### config.mk
export PLATFORM = sky130hd
export DESIGN_NAME = writeback_arbiter
export DESIGN_NICKNAME = d
export VERILOG_FILES = /design/src/rtl/writeback_arbiter_pkg.sv /design/src/rtl/writeback_arbiter_formatter.sv /design/src/rtl/writeback_arbiter.sv
export SDC_FILE = /design/constraint.sdc
export NUM_CORES = 1
export LEC_CHECK = 0
export BUFFER_PORTS_ARGS = -buffer_cell sky130_fd_sc_hd__buf_2
export CAP_MARGIN = 10
export CELL_PAD_IN_SITES_DETAIL_PLACEMENT = 1
export CELL_PAD_IN_SITES_GLOBAL_PLACEMENT = 2
export CORE_MARGIN = 4
export CORE_UTILIZATION = 30
export DETAILED_ROUTE_END_ITERATION = 16
export PLACE_DENSITY_LB_ADDON = 0.1
export SKIP_CTS_REPAIR_TIMING = 1
export SLEW_MARGIN = 20
export SYNTH_ARGS = -nofsm -noshare
export SYNTH_HDL_FRONTEND = slang
export SYNTH_SLANG_ARGS = --single-unit
### constraint.sdc
create_clock -name clk -period 9.9 [get_ports clk]
set_clock_uncertainty 0.15 [all_clocks]
set_input_delay 0.495 -clock clk [delete_from_list [all_inputs] [get_ports clk]]
set_output_delay 0.495 -clock clk [all_outputs]
set_load 0.01 [all_outputs]
### src/rtl/writeback_arbiter_pkg.sv
// Shared write-back types: the producer request record, load funct3 encodings
// and the CSR address width.
package common;

    localparam int DATA_W     = 32;
    localparam int CSR_ADDR_W = 12;

    localparam logic [2:0] F3_LB  = 3'b000;
    localparam logic [2:0] F3_LH  = 3'b001;
    localparam logic [2:0] F3_LW  = 3'b010;
    localparam logic [2:0] F3_LBU = 3'b100;
    localparam logic [2:0] F3_LHU = 3'b101;

    typedef struct packed {
        logic [4:0]            rd;
        logic [DATA_W-1:0]     data;
        logic                  is_load;
        logic [2:0]            funct3;
        logic [1:0]            byte_off;
        logic                  csr_we;
        logic [CSR_ADDR_W-1:0] csr_addr;
        logic [DATA_W-1:0]     csr_wdata;
    } wb_req_t;

endpackage

### src/rtl/writeback_arbiter_formatter.sv
// Combinational load-data extension: selects the byte/half lane given by
// byte_off and sign- or zero-extends it according to funct3.
module load_formatter
    import common::*;
#(
    parameter int XLEN = 32
) (
    input  logic [XLEN-1:0] data,
    input  logic [2:0]      funct3,
    input  logic [1:0]      byte_off,
    output logic [XLEN-1:0] ext
);

    logic [XLEN-1:0] lane;

    always_comb begin
        lane = data >> {byte_off, 3'b000};
        ext  = '0;
        case (funct3)
            F3_LB:  ext = {{(XLEN-8){lane[7]}}, lane[7:0]};
            F3_LBU: ext = {{(XLEN-8){1'b0}}, lane[7:0]};
            F3_LW:  ext = data;
            // A halfword at byte 3 would straddle the word; it is trapped upstream.
            F3_LH:  if (byte_off != 2'd3) ext = {{(XLEN-16){lane[15]}}, lane[15:0]};
            F3_LHU: if (byte_off != 2'd3) ext = {{(XLEN-16){1'b0}}, lane[15:0]};
            default: ext = '0;
        endcase
    end

endmodule

### src/rtl/writeback_arbiter.sv
// Multi-source write-back stage: one holding slot per producer, round-robin
// arbitration onto NUM_WR register-file ports and a single CSR write port.
module writeback_arbiter
    import common::*;
#(
    parameter int XLEN    = 32,
    parameter int NUM_SRC = 3,
    parameter int NUM_WR  = 1
) (
    input  logic                            clk,
    input  logic                            rst,
    input  logic [NUM_SRC-1:0]              src_valid,
    output logic [NUM_SRC-1:0]              src_ready,
    input  wb_req_t [NUM_SRC-1:0]           src_req,
    output logic [NUM_WR-1:0]               rf_we,
    output logic [NUM_WR-1:0][4:0]          rf_waddr,
    output logic [NUM_WR-1:0][XLEN-1:0]     rf_wdata,
    output logic                            csr_we,
    output logic [CSR_ADDR_W-1:0]           csr_waddr,
    output logic [XLEN-1:0]                 csr_wdata,
    output logic                            idle
);

    localparam int IDX_W = (NUM_SRC > 1) ? $clog2(NUM_SRC) : 1;

    logic [NUM_SRC-1:0]             full;
    wb_req_t [NUM_SRC-1:0]          slot;
    logic [IDX_W-1:0]               rr;
    logic [NUM_SRC-1:0]             grant;
    logic                           any_grant;
    int                             rr_next;
    logic [NUM_SRC-1:0][XLEN-1:0]   fmt_data;
    logic [NUM_SRC-1:0][XLEN-1:0]   wb_data;

    for (genvar i = 0; i < NUM_SRC; i++) begin : g_fmt
        load_formatter #(.XLEN(XLEN)) u_fmt (
            .data     (slot[i].data),
            .funct3   (slot[i].funct3),
            .byte_off (slot[i].byte_off),
            .ext      (fmt_data[i])
        );
        assign wb_data[i] = slot[i].is_load ? fmt_data[i] : slot[i].data;
    end

    // Walk the slots in rotated order from rr; stop at the first full slot that
    // cannot be served so that nothing behind it overtakes it and starvation stays bounded.
    always_comb begin
        int  used;
        logic csr_taken;
        logic stop;
        used      = 0;
        csr_taken = 1'b0;
        stop      = 1'b0;
        grant     = '0;
        any_grant = 1'b0;
        rr_next   = int'(rr);
        rf_we     = '0;
        rf_waddr  = '0;
        rf_wdata  = '0;
        csr_we    = 1'b0;
        csr_waddr = '0;
        csr_wdata = '0;
        for (int k = 0; k < NUM_SRC; k++) begin
            for (int j = 0; j < NUM_SRC; j++) begin
                if (!stop && full[j] && j == (int'(rr) + k) % NUM_SRC) begin
                    if (slot[j].csr_we && csr_taken) begin
                        stop = 1'b1;
                    end else if (slot[j].rd != 5'd0 && used >= NUM_WR) begin
                        stop = 1'b1;
                    end else begin
                        grant[j]  = 1'b1;
                        any_grant = 1'b1;
                        rr_next   = (j + 1) % NUM_SRC;
                        if (slot[j].csr_we) begin
                            csr_taken = 1'b1;
                            csr_we    = 1'b1;
                            csr_waddr = slot[j].csr_addr;
                            csr_wdata = slot[j].csr_wdata;
                        end
                        if (slot[j].rd != 5'd0) begin
                            for (int p = 0; p < NUM_WR; p++) begin
                                if (p == used) begin
                                    rf_we[p]    = 1'b1;
                                    rf_waddr[p] = slot[j].rd;
                                    rf_wdata[p] = wb_data[j];
                                end
                            end
                            used = used + 1;
                        end
                    end
                end
            end
        end
    end

    assign src_ready = ~full | grant;
    assign idle      = ~|full;

    always_ff @(posedge clk or posedge rst) begin
        if (rst) begin
            full <= '0;
            slot <= '0;
            rr   <= '0;
        end else begin
            for (int i = 0; i < NUM_SRC; i++) begin
                if (src_valid[i] && src_ready[i]) begin
                    full[i] <= 1'b1;
                    slot[i] <= src_req[i];
                end else if (grant[i]) begin
                    full[i] <= 1'b0;
                end
            end
            if (any_grant) rr <= IDX_W'(rr_next);
        end
    end

endmodule
==> results of run 1 <==
## flip-flops by register name (all words and copies together) (netlist names)
name,cells
slot,264
rr,2
full,3
## per-layer routing
layer / global-route usage [%] / vias to the layer above
met3: 4.26 / 105
met1: 30.9 / 8897
li1: - / 7872
met4: 5.67 / 18
met5: 0 / -
met2: 37.4 / 451
## cell usage in the layout, fill, tap and decap left out, drive strengths merged, types with 9 or more instances in the layout
| cell type | instances |
|---|---|
| a21o | 14 |
| a21oi | 94 |
| a221o | 49 |
| a22o | 45 |
| a22oi | 9 |
| a31oi | 94 |
| a32oi | 9 |
| and2 | 14 |
| buf | 382 |
| clkbuf | 56 |
| dfrtp | 269 |
| dlygate4sd3 | 31 |
| inv | 34 |
| mux2 | 180 |
| mux2i | 16 |
| mux4 | 24 |
| nand2 | 192 |
| nand3 | 49 |
| nand4 | 17 |
| nor2 | 39 |
| o211ai | 130 |
| o21ai | 38 |
| o21bai | 17 |
| o22a | 32 |
| o22ai | 13 |
| o2bb2ai | 76 |
| o311ai | 88 |
| or4 | 11 |
## per-stage QoR
step	std cells	utilization, %	hold WS (ns)
floorplan	1846	-	0.330
global placement	2800	34.2	0.339
detailed placement	2800	34.2	0.344
CTS	2867	36.2	-0.142
global route	2903	36.8	-0.00333
finish	2905	36.8	0.0193
## logic make-up after synthesis
| kind of cell | Yosys count |
|---|---|
| compound gates | 760 |
| fa+ha+maj | 2 |
| buf+inv | 234 |
| flops | 269 |
| mux | 220 |
| simple gates | 361 |
## worst max-delay path by stage
| stage | slack, ns | to | from | depth (start not counted) |
|---|---|---|---|---|
| global placement | 2.82 | rf_wdata[5] | rr[0] | 16 |
| detailed placement | 2.64 | rf_wdata[5] | rr[0] | 16 |
| floorplan | 1.84 | full[0] | rst | 1 |
| finish | 2.00 | rf_wdata[5] | rr[0] | 16 |
| global route | 1.63 | rf_wdata[5] | rr[0] | 16 |
| CTS | 1.96 | rf_wdata[5] | rr[0] | 16 |
## layout make-up
class	instances	area, sq um
clock buffers	56	1090
diodes	7	17.5
multi-input cells	1343	10400
inverters	33	131
well taps	773	967
clock inverters	11	118
repair buffers	413	2300
flip-flops and latches	269	6730
fillers	6723	37300
==> metrics.txt, run 1 <==
# TYPE chip_impl_metric gauge
chip_impl_metric{name="dr_wl_met2",unit="microns"} 36000
chip_impl_metric{name="fin_area",unit="sq mm"} 0.0217
chip_impl_info{name="critical-path-slowest-cell",value="sky130_fd_sc_hd__o2111a_1"} 1
chip_impl_metric{name="drc_errors",unit=""} 0
chip_impl_metric{name="horiz_die_dim",unit="microns"} 252
chip_impl_info{name="synth_common_cells",value="sky130_fd_sc_hd__dfrtp_1, sky130_fd_sc_hd__nand2_1, sky130_fd_sc_hd__mux2_2"} 1
chip_impl_metric{name="globalRouteTotalUtil",unit="%"} 22.7
chip_impl_metric{name="worstSkewPairLatency",unit="ns"} 0.57
chip_impl_metric{name="io_buffer_count",unit=""} 355
chip_impl_metric{name="core-area",unit="sq mm"} 0.0590
chip_impl_info{name="critical_path.endpoint_type",value="primary output"} 1
chip_impl_metric{name="maximum_number_of_pins_on_one_net_before_global_route_repair",unit=""} 246
chip_impl_metric{name="worst_path_largest_cell_delay",unit="ns"} 0.76
chip_impl_metric{name="final_critical_path_setup_slack",unit="ns"} 2.00
chip_impl_info{name="cpMostUsedCell",value="sky130_fd_sc_hd__a21oi_1"} 1
chip_impl_metric{name="grt.overflow.total",unit=""} 0
chip_impl_metric{name="place_congestion",unit=""} 0.869
chip_impl_metric{name="cp_max_fo",unit=""} 51
chip_impl_info{name="dominant_cell_type_by_area_after_synthesis",value="sky130_fd_sc_hd__dfrtp_1"} 1
chip_impl_metric{name="layout-drive-gt1-share",unit="%"} 31.9
chip_impl_metric{name="final-hold-violation-count",unit=""} 0
chip_impl_metric{name="critical_path_buf_inv_count",unit=""} 2
chip_impl_metric{name="post_dp_cell_area",unit="sq mm"} 0.0202
chip_impl_metric{name="floorplan.rows",unit=""} 89
chip_impl_metric{name="synth-simple-area-share",unit="%"} 9.43
chip_impl_metric{name="synthToLayoutAreaGrowth",unit="%"} 21.5
chip_impl_metric{name="cp.required",unit="ns"} 9.26
chip_impl_metric{name="layout_min_cycle_time",unit="ns"} 7.90
chip_impl_metric{name="drt.antenna.violating_nets",unit=""} 0
chip_impl_metric{name="fin_crit_sh",unit="%"} 79.8
chip_impl_metric{name="clk_transition_reported_paths",unit="ns"} 0.06
chip_impl_metric{name="number_of_flops_mapped_to_enable_cells_by_yosys",unit=""} 0
chip_impl_metric{name="die_height",unit="microns"} 252
chip_impl_metric{name="boundaryPins",unit=""} 356
chip_impl_metric{name="unique_masters_post_synth",unit=""} 79
chip_impl_info{name="main_area_contributors_after_synthesis",value="sky130_fd_sc_hd__dfrtp_1, sky130_fd_sc_hd__mux2_2, sky130_fd_sc_hd__o211ai_1"} 1
chip_impl_metric{name="synth_nets",unit=""} 2117
chip_impl_metric{name="drt_wl_cell",unit="microns"} 26.0
chip_impl_metric{name="max_cap_viols",unit=""} 0
chip_impl_info{name="critical_path.cell_chain",value="inv_1, ha_1, and2_1, a221oi_1, o21ai_0, a21oi_1, a32oi_1, nor3b_1, o21ai_1, a41o_1, a31o_2, a21oi_1, o2111a_1, nand2_4, o211ai_1, buf_2"} 1
chip_impl_metric{name="timing.setup.tns",unit="ns"} 0
chip_impl_metric{name="dp_worst_setup_slack",unit="ns"} 2.64
chip_impl_info{name="most_instantiated_library_cell_after_synthesis",value="sky130_fd_sc_hd__dfrtp_1"} 1
chip_impl_info{name="min_from",value="src_req[51]"} 1
chip_impl_info{name="tritoncts",value="built"} 1
chip_impl_metric{name="post-synth-top-area-fraction",unit="%"} 37.6
chip_impl_metric{name="cts_inserted_buffers",unit=""} 37
chip_impl_metric{name="routed_via_density",unit=""} 5.97
chip_impl_info{name="worst_setup_path_start_kind",value="flip-flop"} 1
chip_impl_metric{name="synth_compound_area_share",unit="%"} 32.2
chip_impl_metric{name="met3_wirelength",unit="microns"} 4090
chip_impl_metric{name="synth_xor_area_share",unit="%"} 0
chip_impl_metric{name="num-nets-final",unit=""} 2368
chip_impl_metric{name="initial_core_util",unit="%"} 30.3
chip_impl_info{name="hold_class",value="input pin to flip-flop"} 1
chip_impl_metric{name="synthesis.area_per_instance",unit="sq um"} 9.69
chip_impl_metric{name="synth_adder_area_share",unit="%"} 0.140
chip_impl_metric{name="grt_pass1_vias",unit=""} 17494
chip_impl_metric{name="synth.cell_area",unit="sq mm"} 0.0179
chip_impl_metric{name="setup-violations-final",unit=""} 0
chip_impl_info{name="r2r-start",value="rr[0]"} 1
chip_impl_metric{name="grt_first_pass_wirelength",unit="microns"} 113000
chip_impl_metric{name="timing_max_transition_violations_final",unit=""} 0
chip_impl_metric{name="detailedPlacementHpwl",unit="microns"} 52100
chip_impl_metric{name="relSlewSlack",unit="%"} 18.2
chip_impl_metric{name="ys_seq_elements",unit=""} 269
chip_impl_metric{name="synthesis.yosys.warnings",unit=""} 0
chip_impl_metric{name="timing.fmax",unit="GHz"} 0.127
chip_impl_metric{name="initial_antenna_violation_count",unit=""} 19
chip_impl_metric{name="clk_path_buf_depth",unit=""} 3
chip_impl_info{name="reg2reg_to",value="slot[216]"} 1
chip_impl_info{name="hold-path-endpoint",value="slot[51]"} 1
chip_impl_info{name="worst_path_dominant_cell_family",value="compound AO/OA/AOI/OAI gates"} 1
chip_impl_info{name="synth_top_family_by_area",value="compound AO/OA/AOI/OAI gates"} 1
chip_impl_metric{name="count_of_cells_along_the_worst_register_to_register_path",unit=""} 16
chip_impl_metric{name="cp.arrival",unit="ns"} 7.25
chip_impl_info{name="route.top_layer_used",value="met5"} 1
chip_impl_metric{name="vias",unit=""} 17343
chip_impl_metric{name="cts_sinks",unit=""} 269
chip_impl_metric{name="detail_route.iter0.violations",unit=""} 877
chip_impl_metric{name="whs_path_depth",unit=""} 2
chip_impl_metric{name="number_of_h_tree_levels",unit=""} 2
chip_impl_info{name="outcome",value="finished clean"} 1
chip_impl_metric{name="actual_slew_at_the_worst_max_slew_pin",unit="ns"} 1.23
chip_impl_metric{name="synthCells",unit=""} 1846
chip_impl_metric{name="wirelength_met1",unit="microns"} 33600
chip_impl_metric{name="synth_seq_area_share",unit="%"} 37.6
chip_impl_metric{name="reg2reg_setup_slack",unit="ns"} 2.68
chip_impl_metric{name="total_routed_length",unit="microns"} 75400
chip_impl_info{name="clock_tree.root_cell",value="sky130_fd_sc_hd__clkbuf_16"} 1
chip_impl_metric{name="synthMuxAreaShare",unit="%"} 15.2
chip_impl_info{name="most_common_flop_cell_mapped_by_yosys",value="sky130_fd_sc_hd__dfrtp_1"} 1
chip_impl_metric{name="first_pass_iters",unit=""} 5
chip_impl_info{name="setup_repair_after_global_routing_missed_its_margin",value="false"} 1
chip_impl_metric{name="die_area",unit="sq mm"} 0.0636
chip_impl_metric{name="synth_async_sr_flop_share",unit="%"} 100
chip_impl_info{name="worst_setup_path_class",value="flip-flop to primary output"} 1
Power of run 1 is left out: the tool's default activity adds up to more than one toggle a clock period on the data nets, which glitch-free logic cannot reach.
==> run 2: changes to the inputs <==
==> constraint.sdc (replaced) <==
create_clock -name clk -period 7.9 [get_ports clk]
set_clock_uncertainty 0.15 [all_clocks]
set_input_delay 0.395 -clock clk [delete_from_list [all_inputs] [get_ports clk]]
set_output_delay 0.395 -clock clk [all_outputs]
set_load 0.01 [all_outputs]
==> metrics.txt, run 2 (synthesized netlist as in run 1, its figures left out) <==
# TYPE chip_impl_metric gauge
chip_impl_metric{name="grt_use_met1",unit="%"} 30.5
chip_impl_info{name="setup_repair_after_global_routing_missed_its_margin",value="false"} 1
chip_impl_info{name="r2r-start",value="rr[0]"} 1
chip_impl_metric{name="count_of_cells_along_the_worst_register_to_register_path",unit=""} 16
chip_impl_metric{name="largest_reg_flops",unit=""} 264
chip_impl_metric{name="place_congestion",unit=""} 0.883
chip_impl_metric{name="irDropWorstVdd",unit="uV"} 619
chip_impl_metric{name="cts_inserted_buffers",unit=""} 36
chip_impl_metric{name="reg2reg_setup_slack",unit="ns"} 1.48
chip_impl_info{name="outcome",value="finished with violations"} 1
chip_impl_metric{name="maximum_number_of_pins_on_one_net_before_global_route_repair",unit=""} 178
chip_impl_metric{name="io_buffer_count",unit=""} 355
chip_impl_metric{name="drc_errors",unit=""} 0
chip_impl_metric{name="netSwitchingFraction",unit="%"} 51.4
chip_impl_metric{name="area_of_the_multi_input_gates",unit="sq mm"} 0.0104
chip_impl_metric{name="final-hold-violation-count",unit=""} 7
chip_impl_metric{name="detailedPlacementHpwl",unit="microns"} 52200
chip_impl_info{name="worst_path_dominant_cell_family",value="compound AO/OA/AOI/OAI gates"} 1
chip_impl_metric{name="worstSkewPairLatency",unit="ns"} 0.56
chip_impl_metric{name="cts_sinks",unit=""} 269
chip_impl_metric{name="grt_pass1_vias",unit=""} 17789
chip_impl_metric{name="drt.antenna.violating_nets",unit=""} 0
chip_impl_metric{name="p_leak",unit="uW"} 0.00984
chip_impl_metric{name="boundaryPins",unit=""} 356
chip_impl_metric{name="finalHoldWorstSlack",unit="ns"} -0.0212
chip_impl_metric{name="horiz_die_dim",unit="microns"} 252
chip_impl_metric{name="relSlewSlack",unit="%"} 23.4
chip_impl_info{name="final_common_cell",value="sky130_fd_sc_hd__buf_2"} 1
chip_impl_metric{name="synthToLayoutAreaGrowth",unit="%"} 33.3
chip_impl_metric{name="grtUsageMet2",unit="%"} 37.1
chip_impl_metric{name="drt_wl_cell",unit="microns"} 24.7
chip_impl_metric{name="whs_path_depth",unit=""} 3
chip_impl_info{name="critical-path-slowest-cell",value="sky130_fd_sc_hd__o41ai_1"} 1
chip_impl_metric{name="finish.utilization",unit="%"} 40.4
chip_impl_info{name="min_from",value="src_req[215]"} 1
chip_impl_metric{name="initial_core_util",unit="%"} 30.3
chip_impl_metric{name="globalRouteTotalUtil",unit="%"} 22.5
chip_impl_info{name="hold-path-endpoint",value="slot[215]"} 1
chip_impl_metric{name="fin_crit_sh",unit="%"} 91.8
chip_impl_metric{name="seqCellArea",unit="sq mm"} 0.00673
chip_impl_metric{name="share_seq_of_total_power",unit="%"} 19.7
chip_impl_metric{name="core-area",unit="sq mm"} 0.0590
chip_impl_info{name="violations",value="hold timing"} 1
chip_impl_metric{name="initial_antenna_violation_count",unit=""} 12
chip_impl_metric{name="power_frac_comb",unit="%"} 68.0
chip_impl_info{name="most_crowded_layer_after_global_routing",value="met2"} 1
chip_impl_metric{name="max_cap_viols",unit=""} 0
chip_impl_info{name="worst_setup_path_start_kind",value="flip-flop"} 1
chip_impl_metric{name="post_dp_cell_area",unit="sq mm"} 0.0203
chip_impl_metric{name="clk_transition_reported_paths",unit="ns"} 0.06
chip_impl_metric{name="critical_path_buf_inv_count",unit=""} 3
chip_impl_metric{name="fin_area",unit="sq mm"} 0.0238
chip_impl_metric{name="power_density",unit="mW/mm^2"} 574
chip_impl_info{name="hold_class",value="input pin to flip-flop"} 1
chip_impl_metric{name="die_area",unit="sq mm"} 0.0636
chip_impl_info{name="final_cell_mix",value="sky130_fd_sc_hd__buf_2, sky130_fd_sc_hd__dfrtp_1, sky130_fd_sc_hd__dlygate4sd3_1"} 1
chip_impl_metric{name="layout-drive-gt1-share",unit="%"} 29.6
chip_impl_info{name="reg.largest.list",value="slot x264, full x3, rr x2"} 1
chip_impl_metric{name="filler_cells_inserted",unit=""} 6687
chip_impl_info{name="cpMostUsedCell",value="sky130_fd_sc_hd__nand2_1"} 1
chip_impl_metric{name="power_switching",unit="uW"} 7030
chip_impl_info{name="clock_tree.root_cell",value="sky130_fd_sc_hd__clkbuf_16"} 1
chip_impl_metric{name="met3_usage",unit="%"} 3.96
chip_impl_metric{name="vias",unit=""} 18147
chip_impl_metric{name="cp.required",unit="ns"} 7.36
chip_impl_metric{name="clk_path_buf_depth",unit=""} 3
chip_impl_metric{name="layout_min_cycle_time",unit="ns"} 7.25
chip_impl_info{name="regMostFlops",value="slot"} 1
chip_impl_metric{name="cp.arrival",unit="ns"} 6.70
chip_impl_metric{name="routed_via_density",unit=""} 5.84
chip_impl_metric{name="floorplan.rows",unit=""} 89
chip_impl_info{name="tritoncts",value="built"} 1
chip_impl_metric{name="detail_route.iter0.violations",unit=""} 1162
chip_impl_metric{name="timing.setup.tns",unit="ns"} 0
chip_impl_metric{name="setup-violations-final",unit=""} 0
chip_impl_info{name="critical_path.endpoint_type",value="primary output"} 1
chip_impl_metric{name="grt.overflow.total",unit=""} 0
chip_impl_info{name="reg2reg_to",value="rr[0]"} 1
chip_impl_info{name="worst_setup_path_class",value="flip-flop to primary output"} 1
chip_impl_metric{name="timing_max_transition_violations_final",unit=""} 0
chip_impl_metric{name="worst_path_largest_cell_delay",unit="ns"} 0.79
chip_impl_metric{name="actual_slew_at_the_worst_max_slew_pin",unit="ns"} 1.15
chip_impl_metric{name="internal-power",unit="uW"} 6660
chip_impl_metric{name="timing.fmax",unit="GHz"} 0.138
chip_impl_metric{name="grt_first_pass_wirelength",unit="microns"} 113000
chip_impl_metric{name="die_height",unit="microns"} 252
chip_impl_metric{name="number_of_h_tree_levels",unit=""} 2
chip_impl_metric{name="cp_max_fo",unit=""} 43
chip_impl_metric{name="total_routed_length",unit="microns"} 76900
chip_impl_info{name="critical_path.cell_chain",value="inv_1, ha_1, nand2_1, a21oi_1, a31oi_1, o41ai_1, nand2_1, a31o_2, o21ai_1, nand4b_1, a32o_1, nor3_1, a21boi_1, o22ai_4, buf_4, a221o_1, buf_2"} 1
chip_impl_metric{name="num-nets-final",unit=""} 2571
chip_impl_metric{name="p_clk_share",unit="%"} 12.3
chip_impl_metric{name="first_pass_iters",unit=""} 6
run 2: cell count changes in the layout (fill, tap and decap cells not counted), sizes merged:
cell / previous run / this run
dlygate4sd3: 31 / 231
buf: 382 / 386
clkbuf: 56 / 52
diode: 7 / 10
clkinv: 6 / 8
bufinv: 1 / 2
clkinvlp: 3 / 2
inv: 34 / 33
run 2: worst register-to-register path, delay by kind of cell, from the launching register on:
| kind | cells | cell delay, ns |
|---|---|---|
| DFF | 1 | 0.37 |
| buffers and inverters | 2 | 0.84 |
| adders and majority gates | 1 | 0.50 |
| AOI/OAI and AO/OA | 9 | 3.08 |
| and+or+nand+nor | 4 | 1.39 |
run 2: power by group through the flow:
stage	clock, uW	combinational [uW]	sequential, uW
floorplan	0	6560	2310
global placement	0	9050	2680
detailed placement	0	9190	2700
CTS	1750	9240	2680
global route	1800	10100	2780
finish	1690	9310	2690
run 2: how the worst max path moves through the flow:
stage | start | end | slack [ns] | depth (start not counted)
floorplan | rr[0] | csr_waddr[0] | 2.59 | 18
detailed placement | rr[0] | csr_waddr[6] | 1.35 | 17
finish | rr[0] | csr_waddr[6] | 0.65 | 17
global placement | rr[0] | rf_wdata[29] | 1.48 | 18
global route | rr[0] | csr_wdata[22] | 0.20 | 17
CTS | rr[0] | csr_waddr[6] | 0.70 | 17
run 2: per-layer routing:
layer / vias to the layer above / wire length, microns
li1: 8281 / -
met3: 119 / 3220
met2: 439 / 37000
met4: 4 / 2280
met5: - / 27
met1: 9304 / 34500
run 2: stage by stage:
stage / worst slack (ns) / power, uW / cells
after floorplan: 2.59 / 8870 / 1846
after global placement: 1.48 / 11700 / 2803
after detailed placement: 1.35 / 11900 / 2803
after CTS: 0.702 / 13700 / 2867
after global routing: 0.203 / 14700 / 3106
final: 0.651 / 13700 / 3109
run 2: layout make-up:
class                   count  area share, %
multi-input cells        1343           43.5
inverters                  33          0.535
repair buffers            617           18.5
well taps                 773           4.06
diodes                     10          0.105
clock buffers              52           4.41
flip-flops and latches    269           28.2
clock inverters            12          0.598
Power figures use the tool's default switching activity.
